$ cat src/rtl/fpu_pkg.sv
// -----------------------------------------------------------------------------
// fpu_pkg
// Shared constants for the single-precision float helpers.
//   - IEEE-754 single field widths and bit positions
//   - exponent bias
//   - special float encodings (quiet NaN, +/- infinity)
//   - signed 32-bit fixed-point saturation limits
// -----------------------------------------------------------------------------
package fpu_pkg;

    localparam int FP_W     = 32;
    localparam int EXP_W    = 8;
    localparam int FRAC_W   = 23;
    localparam int MANT_W   = FRAC_W + 1;     // fraction plus hidden bit
    localparam int SIGN_POS = 31;
    localparam int EXP_MSB  = 30;
    localparam int EXP_LSB  = 23;
    localparam int FRAC_MSB = 22;
    localparam int FRAC_LSB = 0;
    localparam int EXP_BIAS = 127;

    localparam logic [EXP_W-1:0] EXP_ALL_ONES = 8'hFF;
    localparam logic [EXP_W-1:0] EXP_ZERO     = 8'h00;

    localparam logic [FP_W-1:0] FP_QNAN    = 32'h7FC0_0000;
    localparam logic [FP_W-1:0] FP_POS_INF = 32'h7F80_0000;
    localparam logic [FP_W-1:0] FP_NEG_INF = 32'hFF80_0000;

    localparam logic [31:0] FIX_MAX  = 32'h7FFF_FFFF;
    localparam logic [31:0] FIX_MIN  = 32'h8000_0000;
    localparam logic [31:0] FIX_ZERO = 32'h0000_0000;

    // Saturated fixed-point value for a given sign.
    function automatic logic [31:0] fix_sat(input logic sign);
        return sign ? FIX_MIN : FIX_MAX;
    endfunction

endpackage

$ cat src/rtl/float_to_fixed.sv
// -----------------------------------------------------------------------------
// float_to_fixed
// Multi-cycle converter from IEEE-754 single precision to signed 32-bit
// two's-complement fixed point with FRAC_BITS fractional bits. The mantissa is
// aligned one bit per cycle, then rounded to nearest-even and packed with
// saturation.
//
// Parameters
//   FRAC_BITS      fractional bits of the result (0..30)
// Ports
//   clk            clock, all state changes on the rising edge
//   reset_i        asynchronous active-high reset
//   a_value_i      float operand, captured on an accepted exec_strobe_i
//   exec_strobe_i  start request, only honoured in IDLE
//   z_value_o      fixed-point result, held until the next conversion writes it
//   done_strobe_o  one-cycle completion pulse (registered)
// -----------------------------------------------------------------------------
module float_to_fixed
    import fpu_pkg::*;
#(
    parameter int FRAC_BITS = 16
) (
    input  logic        clk,
    input  logic        reset_i,
    input  logic [31:0] a_value_i,
    input  logic        exec_strobe_i,
    output logic [31:0] z_value_o,
    output logic        done_strobe_o
);

    typedef enum logic [2:0] {
        IDLE,
        UNPACK,
        SPECIAL_CASES,
        ALIGN,
        ROUND,
        PACK,
        DONE
    } state_t;

    state_t              state_q, state_d;
    logic [31:0]         a_q, a_d;
    logic                sign_q, sign_d;
    logic [EXP_W-1:0]    exp_q, exp_d;
    logic [FRAC_W-1:0]   frac_q, frac_d;
    logic signed [9:0]   e_q, e_d;
    logic [31:0]         mag_q, mag_d;
    logic                guard_q, guard_d;
    logic                round_q, round_d;
    logic                sticky_q, sticky_d;
    logic [4:0]          cnt_q, cnt_d;
    logic                left_q, left_d;
    logic [31:0]         z_q, z_d;
    logic                done_q, done_d;

    // Position of the binary point relative to the mantissa MSB:
    // ef = e + FRAC_BITS is the bit index the hidden bit lands on.
    logic signed [10:0]  ef;
    logic signed [10:0]  sh;

    assign ef = {e_q[9], e_q} + 11'(FRAC_BITS);
    assign sh = ef - 11'sd23;

    // -------------------------------------------------------------------------
    // State and datapath registers
    // -------------------------------------------------------------------------
    always_ff @(posedge clk or posedge reset_i) begin
        if (reset_i) begin
            state_q  <= IDLE;
            a_q      <= '0;
            sign_q   <= 1'b0;
            exp_q    <= '0;
            frac_q   <= '0;
            e_q      <= '0;
            mag_q    <= '0;
            guard_q  <= 1'b0;
            round_q  <= 1'b0;
            sticky_q <= 1'b0;
            cnt_q    <= '0;
            left_q   <= 1'b0;
            z_q      <= FIX_ZERO;
            done_q   <= 1'b0;
        end else begin
            state_q  <= state_d;
            a_q      <= a_d;
            sign_q   <= sign_d;
            exp_q    <= exp_d;
            frac_q   <= frac_d;
            e_q      <= e_d;
            mag_q    <= mag_d;
            guard_q  <= guard_d;
            round_q  <= round_d;
            sticky_q <= sticky_d;
            cnt_q    <= cnt_d;
            left_q   <= left_d;
            z_q      <= z_d;
            done_q   <= done_d;
        end
    end

    // -------------------------------------------------------------------------
    // Next-state and datapath logic
    // -------------------------------------------------------------------------
    always_comb begin
        state_d  = state_q;
        a_d      = a_q;
        sign_d   = sign_q;
        exp_d    = exp_q;
        frac_d   = frac_q;
        e_d      = e_q;
        mag_d    = mag_q;
        guard_d  = guard_q;
        round_d  = round_q;
        sticky_d = sticky_q;
        cnt_d    = cnt_q;
        left_d   = left_q;
        z_d      = z_q;

        case (state_q)
            IDLE: begin
                if (exec_strobe_i) begin
                    a_d     = a_value_i;
                    state_d = UNPACK;
                end
            end

            UNPACK: begin
                sign_d   = a_q[SIGN_POS];
                exp_d    = a_q[EXP_MSB:EXP_LSB];
                frac_d   = a_q[FRAC_MSB:FRAC_LSB];
                e_d      = $signed({2'b00, a_q[EXP_MSB:EXP_LSB]}) - 10'sd127;
                mag_d    = {8'h00, (a_q[EXP_MSB:EXP_LSB] != EXP_ZERO),
                            a_q[FRAC_MSB:FRAC_LSB]};
                guard_d  = 1'b0;
                round_d  = 1'b0;
                sticky_d = 1'b0;
                state_d  = SPECIAL_CASES;
            end

            SPECIAL_CASES: begin
                state_d = DONE;
                if (exp_q == EXP_ALL_ONES) begin
                    // NaN converts to zero, infinities saturate
                    z_d = (frac_q != '0) ? FIX_ZERO : fix_sat(sign_q);
                end else if (exp_q == EXP_ZERO) begin
                    z_d = FIX_ZERO;
                end else if (ef >= 11'sd32) begin
                    z_d = fix_sat(sign_q);
                end else if (ef == 11'sd31) begin
                    // Only -2^31 exactly is representable at this magnitude.
                    z_d = fix_sat(sign_q);
                end else if (ef < -11'sd1) begin
                    // Below half an LSB: rounds to zero.
                    z_d = FIX_ZERO;
                end else begin
                    left_d  = !sh[10];
                    cnt_d   = 5'(sh[10] ? -sh : sh);
                    state_d = ALIGN;
                end
            end

            ALIGN: begin
                if (cnt_q == 5'd0) begin
                    state_d = ROUND;
                end else begin
                    cnt_d = cnt_q - 5'd1;
                    if (left_q) begin
                        mag_d = mag_q << 1;
                    end else begin
                        mag_d    = mag_q >> 1;
                        guard_d  = mag_q[0];
                        round_d  = guard_q;
                        sticky_d = sticky_q | round_q;
                    end
                end
            end

            ROUND: begin
                if (guard_q && (round_q || sticky_q || mag_q[0])) begin
                    mag_d = mag_q + 32'd1;
                end
                state_d = PACK;
            end

            PACK: begin
                if (sign_q) begin
                    z_d = (mag_q > FIX_MIN) ? FIX_MIN : (~mag_q + 32'd1);
                end else begin
                    z_d = (mag_q > FIX_MAX) ? FIX_MAX : mag_q;
                end
                state_d = DONE;
            end

            DONE: begin
                state_d = IDLE;
            end

            default: begin
                state_d = IDLE;
            end
        endcase

        // Registered pulse: high for exactly the cycle spent in DONE.
        done_d = (state_d == DONE);
    end

    assign z_value_o     = z_q;
    assign done_strobe_o = done_q;

endmodule

$ cat config.mk
export PLATFORM = sky130hd
export DESIGN_NAME = float_to_fixed
export DESIGN_NICKNAME = d
export VERILOG_FILES = /design/src/rtl/fpu_pkg.sv /design/src/rtl/float_to_fixed.sv
export SDC_FILE = /design/constraint.sdc
export NUM_CORES = 1
export LEC_CHECK = 0
export ABC_CLOCK_PERIOD_IN_PS = 5300
export BUFFER_PORTS_ARGS = -buffer_cell sky130_fd_sc_hd__buf_2
export CAP_MARGIN = 20
export CORE_MARGIN = 3
export CORE_UTILIZATION = 60
export DETAILED_ROUTE_END_ITERATION = 10
export GPL_TIMING_DRIVEN = 1
export HOLD_SLACK_MARGIN = 0.06
export PLACE_DENSITY = 0.78
export REMOVE_ABC_BUFFERS = 1
export SETUP_SLACK_MARGIN = 0.02
export SYNTH_ARGS = -nofsm -noshare
export SYNTH_HDL_FRONTEND = slang
export SYNTH_SLANG_ARGS = --single-unit
$ cat constraint.sdc
create_clock -name clk -period 5.3 [get_ports clk]
set_input_delay 0.53 -clock clk [delete_from_list [all_inputs] [get_ports clk]]
set_output_delay 0.53 -clock clk [all_outputs]
set_load 0.05 [all_outputs]
==> flow_metrics.env, run 1 <==
export IMPL_drive_gt1_share_pct=16.3
export IMPL_rr_worst_depth=8
export IMPL_leakage_uw=0.00424
export IMPL_startpoint="mag_q[0]"
export IMPL_syn_area_per_cell_sq_um=8.67
export IMPL_cts_buffers=17
export IMPL_antenna_found_initial=0
export IMPL_synth_async_reset_ratio_pct=100
export IMPL_antenna_cells=0
export IMPL_ys_types=72
export IMPL_fill_cells=1137
export IMPL_post_route_min_period_ns=3.50
export IMPL_drt_iter0_drc=877
export IMPL_vias=7843
export IMPL_max_slew_margin_rel_pct=26.9
export IMPL_fin_crit_sh_pct=66.0
export IMPL_synth_top_area_share_pct=42.5
export IMPL_via_per_inst=6.42
export IMPL_clk_latency_ns=0.44
export IMPL_synthCells=1018
export IMPL_cp_start_kind="flop"
export IMPL_routed_wl_microns=22800
export IMPL_final_area_sq_mm=0.00974
export IMPL_fin_tns_setup_ns=0
export IMPL_yosys_cell_count_top_type="nand2_1"
export IMPL_hold_viol=0
export IMPL_yosysSeqAreaShare_pct=42.5
export IMPL_cts_tree="built"
export IMPL_fmax_mhz=286
export IMPL_grt_overflow_total=0
export IMPL_grt_setup_unrepaired="false"
export IMPL_synth_seq_cells=150
export IMPL_cts_root_buf="clkbuf_16"
export IMPL_io_pins=68
export IMPL_die_w_microns=127
export IMPL_antenna_left=0
export IMPL_grt_use_total_pct=29.0
export IMPL_regArea_sq_mm=0.00375
export IMPL_cp_max_fo=24
export IMPL_num_nets_final=1077
export IMPL_worstSetupEndpoint="z_value_o[29]"
export IMPL_path_depth=8
export IMPL_ir_drop_v=0.000345
export IMPL_grt_max_degree=109
export IMPL_arrival_ns=3.86
export IMPL_postPlaceCellArea_sq_mm=0.00913
export IMPL_cts_htree_levels=4
export IMPL_drc=0
export IMPL_synth_ff_type="dfrtp_1"
export IMPL_synth_area_leader_cell="dfrtp_1"
export IMPL_setup_viol=0
export IMPL_cp_buffers_inverters=1
export IMPL_clkTransAtPathRegs_ns=0.06
export IMPL_initial_core_util_pct=62.4
export IMPL_multi_input_area_sq_mm=0.00461
export IMPL_crit_type="reg2reg"
export IMPL_reg2reg_slack_ns=1.80
export IMPL_hpwl_microns=14700
export IMPL_portBuffers=67
export IMPL_cp_top_family="simple AND/OR/NAND/NOR gates"
export IMPL_core_rowCount=43
export IMPL_worst_ep_required_time_ns=5.67
export IMPL_synth_common_cells="178 x nand2_1, 150 x dfrtp_1, 101 x o21ai_0"
export IMPL_cts_resized=0
export IMPL_drv_slew=0
export IMPL_r2r_start="mag_q[0]"
export IMPL_status="completed"
export IMPL_path_cells="inv_1 -> ha_1 -> nor4b_2 -> nand4_1 -> o41ai_4 -> nand3_2 -> o21ai_0 -> o22a_1"
export IMPL_grt_pass1_wl_microns=37900
export IMPL_hold_buffers=0
export IMPL_hold_class="in2async"
export IMPL_core_area_sq_mm=0.0141
export IMPL_fp_dieH_microns=127
export IMPL_rr_endpoint="z_value_o[29]"
export IMPL_slowest_stage="nor4b_2"
export IMPL_synth_edf_count=0
export IMPL_crit_path_max_incr_delay_ns=0.57
export IMPL_synth_cell_area_sq_mm=0.00883
export IMPL_synthTopCellsByArea="dfrtp_1 43%, nand2_1 7.6%, o21ai_0 5.7%"
export IMPL_yosysWarnings=0
export IMPL_postCtsSetupRepairBufs=0
export IMPL_syn2layout_area_growth_pct=10.3
export IMPL_dr_pass1_iters=5
export IMPL_skew_ns=0.0132
export IMPL_wl_per_cell_microns=18.7
export IMPL_cap_violations=0
export IMPL_clock_sinks=150
export IMPL_fp_dieArea_sq_mm=0.0162
export IMPL_place_congestion=0.916
export IMPL_cp_end_kind="flop"
export IMPL_grt_pass1_vias=7332
export IMPL_tightest_slew_ns=1.09
export IMPL_power_density_mw_per_mm2=682
export IMPL_clockBufferDepth=2
-- worst reg2reg max path, stage by stage, from the launching register on --
cell and delay [ns]:
dfrtp_1 0.49, inv_1 0.10, ha_1 0.21, nor4b_2 0.57
nand4_1 0.51, o41ai_4 0.50, nand3_2 0.53, o21ai_0 0.37
o22a_1 0.15
-- cells by family (layout without fill, tap and decap cells) --
family | after synthesis | after routing | synth area share [%]
AOI/OAI and AO/OA | 274 | 274 | 20.1
xor gates and xnor gates | 36 | 36 | 3.57
DFF | 150 | 150 | 42.5
buffers and inverters | 117 | 141 | 5.60
adders and majority gates | 11 | 11 | 1.56
muxes | 60 | 60 | 7.27
and+or+nand+nor | 370 | 370 | 19.4
-- routing by layer --
metal / vias to the layer above / routed length [microns] / GRT usage, %
met5: - / 0 / 0
met4: 0 / 622 / 11.4
met3: 55 / 1520 / 5.23
met2: 333 / 10800 / 44.8
met1: 3802 / 9910 / 41.0
li1: 3653 / - / -
-- power breakdown --
group	total, uW	switching [uW]	internal, uW	leakage, uW
registers	2400	721	1680	0.00184
clock network	1160	490	666	0.000264
logic	3090	1900	1190	0.00214
total	6640	3110	3530	0.00424
-- layout by cell type (no fill, tap or decap), types with 5 or more instances in the layout --
cell,instances
nor4_1,17
o221ai_1,5
inv_1,28
a22o_1,7
clkbuf_16,17
xnor2_1,22
a21oi_1,40
nand3_1,20
nand4_1,16
nor3_1,28
ha_1,11
mux2_2,33
a31oi_1,14
dfrtp_1,150
nand2_1,178
buf_4,12
nand2b_1,6
a211oi_1,6
o22a_1,32
o21ai_1,23
buf_2,68
xor2_1,14
and3_1,6
mux2i_1,27
o21ai_0,101
nor2_1,65
o22ai_1,7
-- worst min-delay path by stage --
stage | from | to | slack, ns
after global routing | reset_i | e_q[5] | 0.12
after detailed placement | frac_q[4] | frac_q[4] | 0.46
final | reset_i | e_q[8] | 0.09
after CTS | a_value_i[24] | a_q[24] | 0.31
after global placement | frac_q[8] | frac_q[8] | 0.46
after floorplan | a_q[31] | sign_q | 0.43
-- area by class of cell --
| class | count | area share, % |
|---|---|---|
| clock buffers | 19 | 4.65 |
| multi-input cells | 751 | 47.3 |
| repair buffers | 82 | 4.98 |
| well taps | 180 | 2.31 |
| inverters | 29 | 1.17 |
| clock inverters | 11 | 1.04 |
| flip-flops and latches | 150 | 38.5 |
-- flip-flops by register name, indices dropped and copies added, names as in the netlist --
| register | cells |
|---|---|
| guard_q | 1 |
| a_q | 32 |
| cnt_q | 5 |
| frac_q | 23 |
| sticky_q | 1 |
| done_strobe_o | 1 |
| state_q | 3 |
| z_value_o | 32 |
| sign_q | 1 |
| exp_q | 8 |
| mag_q | 32 |
| left_q | 1 |
| e_q | 9 |
| round_q | 1 |
-- per-stage QoR --
step                      worst slack (ns)  power, uW  cells  utilization [%]  hold WS (ns)
after global routing                  1.55       7090   1222             68.8         0.118
final                                 1.80       6640   1222             68.8        0.0944
after global placement                2.09       5350   1189             64.5         0.460
after CTS                             1.84       6610   1219             68.4         0.313
after detailed placement              1.86       5430   1189             64.5         0.464
after floorplan                      0.663       4540    930                -         0.435
(Power assumes the default switching activity.)
==> run 2, diff against run 1 <==
Settings changed: ABC_CLOCK_PERIOD_IN_PS 5300 to 3170, CORE_UTILIZATION 60 to 55, PLACE_DENSITY 0.78 to 0.75.
Clock period 5.3 ns to 3.17 ns, I/O delays scaled along.
==> run 2 against run 1 <==
Against the previous run: cell count up 4.2%; critical path type unchanged; design area up 2.3%; worst hold slack worse by 0.064 ns; combinational power up 76%; largest power group unchanged.
==> flow_metrics.env, run 2 (synthesized netlist as in run 1, its figures left out) <==
export IMPL_postCtsSetupRepairBufs=0
export IMPL_setup_ws_ns=0.264
export IMPL_antenna_found_initial=0
export IMPL_dr_pass1_iters=6
export IMPL_skew_ns=0.00610
export IMPL_cap_violations=0
export IMPL_drive_gt1_share_pct=17.8
export IMPL_power_density_mw_per_mm2=1140
export IMPL_final_common_cell="nand2_1"
export IMPL_power_uw=11400
export IMPL_place_congestion=0.901
export IMPL_initial_core_util_pct=57.2
export IMPL_num_nets_final=1095
export IMPL_final_util_pct=64.6
export IMPL_post_route_min_period_ns=2.91
export IMPL_drt_iter0_drc=840
export IMPL_cp_end_kind="flop"
export IMPL_grt_pass1_vias=7203
export IMPL_hold_viol=0
export IMPL_setup_viol=0
export IMPL_fin_crit_sh_pct=91.7
export IMPL_core_rowCount=45
export IMPL_via_per_inst=6.04
export IMPL_leakage_uw=0.00436
export IMPL_status="completed"
export IMPL_cts_htree_levels=4
export IMPL_wl_per_cell_microns=17.4
export IMPL_cts_root_buf="clkbuf_16"
export IMPL_core_area_sq_mm=0.0154
export IMPL_antenna_cells=0
export IMPL_cts_buffers=17
export IMPL_fp_dieArea_sq_mm=0.0176
export IMPL_io_pins=68
export IMPL_ir_drop_v=0.000551
export IMPL_grt_use_total_pct=25.4
export IMPL_cp_max_fo=24
export IMPL_antenna_left=0
export IMPL_vias=7693
export IMPL_clockBufferDepth=2
export IMPL_worst_ep_required_time_ns=3.53
export IMPL_portBuffers=67
export IMPL_grt_setup_unrepaired="false"
export IMPL_clk_latency_ns=0.43
export IMPL_die_w_microns=133
export IMPL_routed_wl_microns=22200
export IMPL_fill_cells=1320
export IMPL_pre_cts_ws_ns=0.264
export IMPL_syn2layout_area_growth_pct=12.9
export IMPL_crit_type="reg2reg"
export IMPL_cts_tree="built"
export IMPL_drc=0
export IMPL_clkTransAtPathRegs_ns=0.06
export IMPL_stdcell_count=1273
export IMPL_place_inst=1241
export IMPL_fmax_mhz=344
export IMPL_hold_class="in2async"
export IMPL_max_slew_margin_rel_pct=32.5
export IMPL_arrival_ns=3.27
export IMPL_drv_slew=0
export IMPL_grt_pass1_wl_microns=36900
export IMPL_fin_tns_setup_ns=0
export IMPL_grt_overflow_total=0
export IMPL_hpwl_microns=15000
export IMPL_clock_sinks=150
export IMPL_tightest_slew_ns=0.999
export IMPL_mostFrequentLayoutCells="178 x nand2_1, 150 x dfrtp_1, 101 x o21ai_0, 67 x buf_2, 65 x nor2_1"
export IMPL_cp_start_kind="flop"
export IMPL_grt_max_degree=80
export IMPL_fp_dieH_microns=133
run 2: cell types whose count changed in the layout (fill, tap and decap cells not counted), sizes merged:
| cell | before | now |
|---|---|---|
| buf | 82 | 100 |
| bufinv | 1 | 3 |
| clkinv | 3 | 6 |
| clkinvlp | 4 | 1 |
run 2: critical path, cell delays in order, from the launching register on:
cell and delay, ns:
dfrtp_1 0.39, nor4_1 0.54, nand2_1 0.35, o41ai_4 0.52
nand3_2 0.49, o21ai_0 0.37, o22a_1 0.16
run 2: cell type report:
cell class | instances | area (sq um) | share of cell area [%]
Inverter | 29 | 114 | 1.14
Tap cell | 211 | 264 | 2.65
Sequential cell | 150 | 3750 | 37.7
Timing Repair Buffer | 100 | 616 | 6.18
Clock buffer | 19 | 433 | 4.34
Clock inverter | 13 | 171 | 1.72
Multi-Input combinational cell | 751 | 4610 | 46.3
run 2: stage by stage:
stage	area, sq um	hold slack (ns)
final	9970	0.0307
after global routing	9970	0.0966
after CTS	9960	0.0608
after detailed placement	9360	0.464
after global placement	9340	0.458
after floorplan	8440	0.434
run 2: routing by layer:
metal	up-vias	wire, microns	track usage, %
met3	49	1450	4.79
met4	0	500	8.08
met5	-	0	0
li1	3676	-	-
met1	3653	10400	37.5
met2	315	9800	38.0
run 2: timing repair:
| item | 4_1_cts | 5_1_grt |
|---|---|---|
| gates resized for setup | 0 | 1 |
| endpoints found under the setup margin | 0 | 2 |
| hold buffers | 0 | 0 |
run 2: worst paths after layout:
path	start	end	slack (ns)	cells after the start
setup / recovery	mag_q[17]	z_value_o[29]	0.26	6
hold / removal	reset_i	mag_q[27]	0.03	2
setup reg to reg	mag_q[17]	z_value_o[29]	0.26	6
hold reg to reg	frac_q[15]	frac_q[15]	0.48	2
max in group asynchronous	reset_i	exp_q[6]	2.37	3
min in group clk	a_value_i[24]	a_q[24]	0.09	3
run 2: power breakdown:
group          internal (uW)  switching [uW]
Combinational           2120            3310
Clock                   1250             836
Sequential              2800            1050
Total                   6170            5190
